$ cat config.mk
export PLATFORM = sky130hd
export DESIGN_NAME = fetch_ctrl
export DESIGN_NICKNAME = d
export VERILOG_FILES = /design/src/rtl/fetch_pkg.sv /design/src/rtl/fetch_fifo.sv /design/src/rtl/fetch_ctrl.sv
export SDC_FILE = /design/constraint.sdc
export NUM_CORES = 1
export LEC_CHECK = 0
export ABC_AREA = 1
export BUFFER_PORTS_ARGS = -buffer_cell sky130_fd_sc_hd__buf_2
export CORE_MARGIN = 1
export CORE_UTILIZATION = 30
export CTS_CLUSTER_DIAMETER = 200
export DETAILED_ROUTE_END_ITERATION = 8
export PLACE_DENSITY = 0.46
export REMOVE_ABC_BUFFERS = 1
export SLEW_MARGIN = 20
export SYNTH_ARGS = -nofsm -noshare
export SYNTH_HDL_FRONTEND = slang
export SYNTH_HIERARCHICAL = 1
export SYNTH_SLANG_ARGS = --single-unit
$ cat constraint.sdc
create_clock -name clk -period 2.3 [get_ports clk]
set_input_delay 0.575 -clock clk [delete_from_list [all_inputs] [get_ports clk]]
set_output_delay 0.575 -clock clk [all_outputs]
set_load 0.1 [all_outputs]
$ cat src/rtl/fetch_pkg.sv
// fetch_pkg: types and constants shared by the instruction fetch controller
// and its fetch buffer.
// Contents: FSM state enum, PC step, instruction width, buffer entry type.
package fetch_pkg;

   localparam int          INSTR_W = 32;
   localparam logic [31:0] PC_STEP = 32'd4;

   typedef enum logic [1:0] {
      ST_RUN   = 2'd0,
      ST_HALT  = 2'd1,
      ST_FAULT = 2'd2
   } fetch_state_e;

   // One fetch buffer slot: the instruction word tagged with its address.
   typedef struct packed {
      logic [31:0]        pc;
      logic [INSTR_W-1:0] instr;
   } fetch_entry_t;

endpackage

$ cat src/rtl/fetch_fifo.sv
// fetch_fifo: shift-register FIFO for fetched entries; slot 0 is always the head.
// Ports: clk, rst_n, push_i/push_dat_i (enqueue), pop_i (dequeue head), flush_i
//        (empty the buffer, wins over push), full_o, empty_o, head_o.
// Latency: a pushed entry is visible at head_o the cycle after the push edge;
//          head_o comes straight from a flop, so the consumer sees registered data.
module fetch_fifo
   import fetch_pkg::*;
#(
   parameter int DEPTH = 2
) (
   input  logic         clk,
   input  logic         rst_n,
   input  logic         push_i,
   input  fetch_entry_t push_dat_i,
   input  logic         pop_i,
   input  logic         flush_i,
   output logic         full_o,
   output logic         empty_o,
   output fetch_entry_t head_o
);

   fetch_entry_t     ent_q [DEPTH];
   fetch_entry_t     ent_d [DEPTH];
   logic [DEPTH-1:0] vld_q;
   logic [DEPTH-1:0] vld_d;
   logic             placed;

   always_comb begin
      ent_d  = ent_q;
      vld_d  = vld_q;
      placed = 1'b0;
      // Pop first so a push into a full buffer lands in the freed slot.
      if (pop_i) begin
         for (int i = 0; i < DEPTH - 1; i++) begin
            ent_d[i] = ent_q[i + 1];
            vld_d[i] = vld_q[i + 1];
         end
         vld_d[DEPTH-1] = 1'b0;
      end
      if (push_i) begin
         for (int i = 0; i < DEPTH; i++) begin
            if (!vld_d[i] && !placed) begin
               ent_d[i] = push_dat_i;
               vld_d[i] = 1'b1;
               placed   = 1'b1;
            end
         end
      end
      if (flush_i) begin
         vld_d = '0;
      end
   end

   always_ff @(posedge clk or negedge rst_n) begin
      if (!rst_n) begin
         vld_q <= '0;
         for (int i = 0; i < DEPTH; i++) begin
            ent_q[i] <= '0;
         end
      end else begin
         vld_q <= vld_d;
         for (int i = 0; i < DEPTH; i++) begin
            ent_q[i] <= ent_d[i];
         end
      end
   end

   assign full_o  = vld_q[DEPTH-1];
   assign empty_o = !vld_q[0];
   assign head_o  = ent_q[0];

endmodule

$ cat src/rtl/fetch_ctrl.sv
// fetch_ctrl: instruction fetch sequencer; owns the PC, fetches one word per cycle
// from a combinational instruction memory into a small buffer for decode.
// Ports: clk, rst_n; imem_addr/imem_instr (memory); out_valid/out_ready/out_instr/
//        out_pc (decode handshake); redirect_valid/redirect_pc; halt_req; halted; fault.
// Build option: FETCH_MISALIGN_TRAP_EN makes misaligned redirects trap into FAULT;
//        without it the low two target bits are dropped and fault is tied 0.
module fetch_ctrl
   import fetch_pkg::*;
#(
   parameter logic [31:0] RESET_PC   = 32'h0000_0000,
   parameter int          FIFO_DEPTH = 2
) (
   input  logic               clk,
   input  logic               rst_n,
   output logic [31:0]        imem_addr,
   input  logic [INSTR_W-1:0] imem_instr,
   output logic               out_valid,
   input  logic               out_ready,
   output logic [INSTR_W-1:0] out_instr,
   output logic [31:0]        out_pc,
   input  logic               redirect_valid,
   input  logic [31:0]        redirect_pc,
   input  logic               halt_req,
   output logic               halted,
   output logic               fault
);

   fetch_state_e state_q;
   logic [31:0]  pc_q;
   logic         halted_q;
   logic         fifo_full;
   logic         fifo_empty;
   logic         pop;
   logic         push;
   logic         redir;
   logic         misalign;
   logic [31:0]  target;
   fetch_entry_t push_dat;
   fetch_entry_t head;

   // FAULT ignores redirects; only reset leaves it.
   assign redir = redirect_valid && (state_q != ST_FAULT);

`ifdef FETCH_MISALIGN_TRAP_EN
   logic fault_q;
   assign misalign = redir && (redirect_pc[1:0] != 2'b00);
   assign target   = redirect_pc;
   assign fault    = fault_q;
`else
   assign misalign = 1'b0;
   assign target   = redirect_pc & ~32'd3;
   assign fault    = 1'b0;
`endif

   assign pop  = !fifo_empty && out_ready;
   // A same-cycle pop frees a slot, so a full buffer can still accept the fetch.
   assign push = (state_q == ST_RUN) && !redirect_valid && (!fifo_full || pop);

   assign push_dat.pc    = pc_q;
   assign push_dat.instr = imem_instr;

   fetch_fifo #(
      .DEPTH (FIFO_DEPTH)
   ) u_fifo (
      .clk        (clk),
      .rst_n      (rst_n),
      .push_i     (push),
      .push_dat_i (push_dat),
      .pop_i      (pop),
      .flush_i    (redir),
      .full_o     (fifo_full),
      .empty_o    (fifo_empty),
      .head_o     (head)
   );

   always_ff @(posedge clk or negedge rst_n) begin
      if (!rst_n) begin
         state_q  <= ST_RUN;
         pc_q     <= RESET_PC;
         halted_q <= 1'b0;
`ifdef FETCH_MISALIGN_TRAP_EN
         fault_q  <= 1'b0;
`endif
      end else if (redir) begin
         pc_q <= target;
         if (misalign) begin
            state_q  <= ST_FAULT;
            halted_q <= 1'b0;
`ifdef FETCH_MISALIGN_TRAP_EN
            fault_q  <= 1'b1;
`endif
         end else if (halt_req) begin
            state_q  <= ST_HALT;
            halted_q <= 1'b1;
         end else begin
            state_q  <= ST_RUN;
            halted_q <= 1'b0;
         end
      end else begin
         if (push) begin
            pc_q <= pc_q + PC_STEP;
         end
         // The halting cycle's own fetch still goes through (push above).
         if ((state_q == ST_RUN) && halt_req) begin
            state_q  <= ST_HALT;
            halted_q <= 1'b1;
         end
      end
   end

   assign imem_addr = pc_q;
   assign out_valid = !fifo_empty;
   assign out_instr = head.instr;
   assign out_pc    = head.pc;
   assign halted    = halted_q;

endmodule

==> impl_results.md <==
* Hold bufs inserted after CTS at 0
* Cells after Synth at 1209
* R2R cell count at 9
* Worst-path clk slew at 0.07 ns
* Type of the tightest min-delay check: primary input to async pin
* Crit-path max FO at 8
* DPL Wire Length at 16.9 mm
* Pins Over Slew Limit at 0
* EDFF count, synth at 0
* FF-to-FF End: imem_addr[25]
* Most common library cells after synthesis: 505 x nand2_1, 161 x dfrtp_1, 111 x inv_1
* Worst-Skew Late Latency at 0.43 ns
* Met2 routed WL at 11.5 mm
* Distinct cells, synth at 34
* Top_reg_cell synth: dfrtp_1
* CTS Root Cell: clkbuf_16
* Post-DR wirelength/cell at 15.2 um
* Req. time, crit path at 1.73 ns
* Num CTS Buffers at 17
* DR vias at 7471
* First-pass GRT wire length at 41.1 mm
* Synth top area share at 45.3%
* Final worst path period need at 2.05 ns
* Pleak at 5.64 nW
* Top-count cell post-synth: nand2_1
* Cells along the critical path: buf_2
* Syn_area_per_cell at 7.35 um2
* Number of global-route vias before repair at 7198
* Routed Antenna Nets at 0
* Final Wtd Congestion at 0.806
* FF+latch count, synth at 161
* Met3 wire length at 1.04 mm
* Reg2reg start: u_fifo/vld_q[0]
* Warnings from Yosys at 6
* Antenna violations before repair at 0
* Worst rel slew slack at 63.2%
* Vias per cell at 4.43
* CP delay by family, top: flip-flops
* CP max stage cell: dfrtp_1
* WP data arrival at 1.47 ns
* Worst path bufs/invs at 1
* Area of the core at 0.0289 mm2
* Clock skew at 0.0117 ns
* Clock Tree Buf Depth at 2
* Status: completed
* Share of cells above drive strength 1 at 20.2%
* Post-synth top area cell: dfrtp_1
* Seq/Total Area, Yosys at 45.3%
* VDD IR-drop max at 0.420 mV
* Grt ovf at 0
* CP startpoint kind: flop
* Largest net degree at the start of global routing at 64
* Post-CTS setup buffer count at 0
* H-Tree Depth at 4
* Wire length on met1 at 12.7 mm
* Max stage delay on crit path at 0.55 ns
* Die height at 174 um
* Top cells by area, synth: dfrtp_1 45%, nand2_1 21%, buf_4 6.4%
* Fmax at 489 MHz
* N_diodes at 0
* Crit path kind: flop to output port
* Async SR Flop Fraction at 100%
* Placed insts at 1657
* Final hold vios at 0
* Worst hold slack at 0.0645 ns
* RSZ-0062 raised after global routing: no
* Input/output buffers at 162
* Initial Utilization at 30.7%
* Final setup viols at 0
* Max Cap Viol at 0
* Mapped Area at 0.00889 mm2
* Sink Count at 161
* Area grow syn2layout at 16.3%
* DR pass1 iterations at 5
* FF-to-FF setup slack at 0.64 ns
* # rows at 62
* Number of nets in the layout at 1362
* Finished Layout Cells at 1688
* Worst Max-Slew Pin Slew at 0.555 ns
* Die Wd at 174 um
* Post-CTS sizing at 0
* Final period util at 89.0%
* 1st-iter DRT viols at 570
* Drt total wl at 25.6 mm
* Crit. End Element: output port
* # IOs at 168
* Total track usage at 17.3%
* Highest routed layer: met4
* Die footprint at 0.0303 mm2
* CTS tree: yes
* Power Dens Cells at 1060 mW/mm2
* # DRC at 0
area by class of cell:
class / count / area (um2)
multi-input cells: 804 / 3630
clock inverters: 14 / 146
fillers: 3155 / 18600
well taps: 384 / 480
flip-flops and latches: 161 / 4030
inverters: 118 / 444
clock buffers: 17 / 425
repair buffers: 190 / 1190
routing by layer:
layer / track usage (%) / vias up
met5: 0 / -
li1: - / 3884
met1: 24.5 / 3389
met3: 2.71 / 23
met4: 4.68 / 0
met2: 27.4 / 175
state kept, by name, indices dropped and copies added (netlist names):
register and count:
imem_addr 30, halted 1, u_fifo/ent_q 64, u_fifo/vld_q 2
u_fifo/head_o 64
kinds of logic after synthesis:
group | share of synthesized area [%]
simple gates | 33.7
fa+ha+maj | 0.141
flops | 45.3
other cells | 0.0422
xor+xnor | 0.0985
buf+inv | 14.6
compound gates | 6.09
cell usage in the layout, fill, tap and decap left out, types with 5 or more instances in the layout:
| cell | n |
|---|---|
| nand2_1 | 503 |
| dfrtp_1 | 161 |
| buf_2 | 161 |
| inv_1 | 111 |
| o21ai_1 | 81 |
| nand4_1 | 66 |
| nand3_1 | 42 |
| nor2_1 | 41 |
| clkbuf_16 | 17 |
| buf_4 | 15 |
| buf_12 | 13 |
| nor2_4 | 11 |
| nand2_2 | 10 |
| conb_1 | 7 |
| inv_2 | 6 |
| o21ai_0 | 6 |
| inv_6 | 6 |
| nor2_2 | 5 |
how the worst max path moves through the flow:
stage	cells past startpoint	from	to	slack, ns
3_5_place_dp	9	out_ready	u_fifo/ent_q[29]	0.35
5_1_grt	1	imem_addr[20]	imem_addr[20]	0.20
4_1_cts	1	imem_addr[20]	imem_addr[20]	0.22
3_3_place_gp	9	out_ready	u_fifo/ent_q[19]	0.36
6_report	1	imem_addr[18]	imem_addr[18]	0.25
2_1_floorplan	6	out_ready	u_fifo/head_o[0]	-3.91
report_power, final:
part / internal (mW) / switching [mW] / total (mW)
clock: 1.53 / 1.32 / 2.85
sequential: 3.47 / 0.423 / 3.89
combinational: 0.771 / 3.42 / 4.19
total: 5.76 / 5.16 / 10.9
per-stage QoR:
step	cell area, um2	power (mW)	setup TNS [ns]	utilization, %	worst slack (ns)
6_report	10300	10.9	0	35.7	0.254
5_1_grt	10300	11.5	0	35.7	0.200
4_1_cts	10300	11.1	0	35.7	0.224
3_5_place_dp	9770	8.16	0	33.8	0.354
3_3_place_gp	9770	8.13	0	33.8	0.355
2_1_floorplan	8060	7.23	-466.10	-	-3.91
Power figures use the tool's default switching activity.
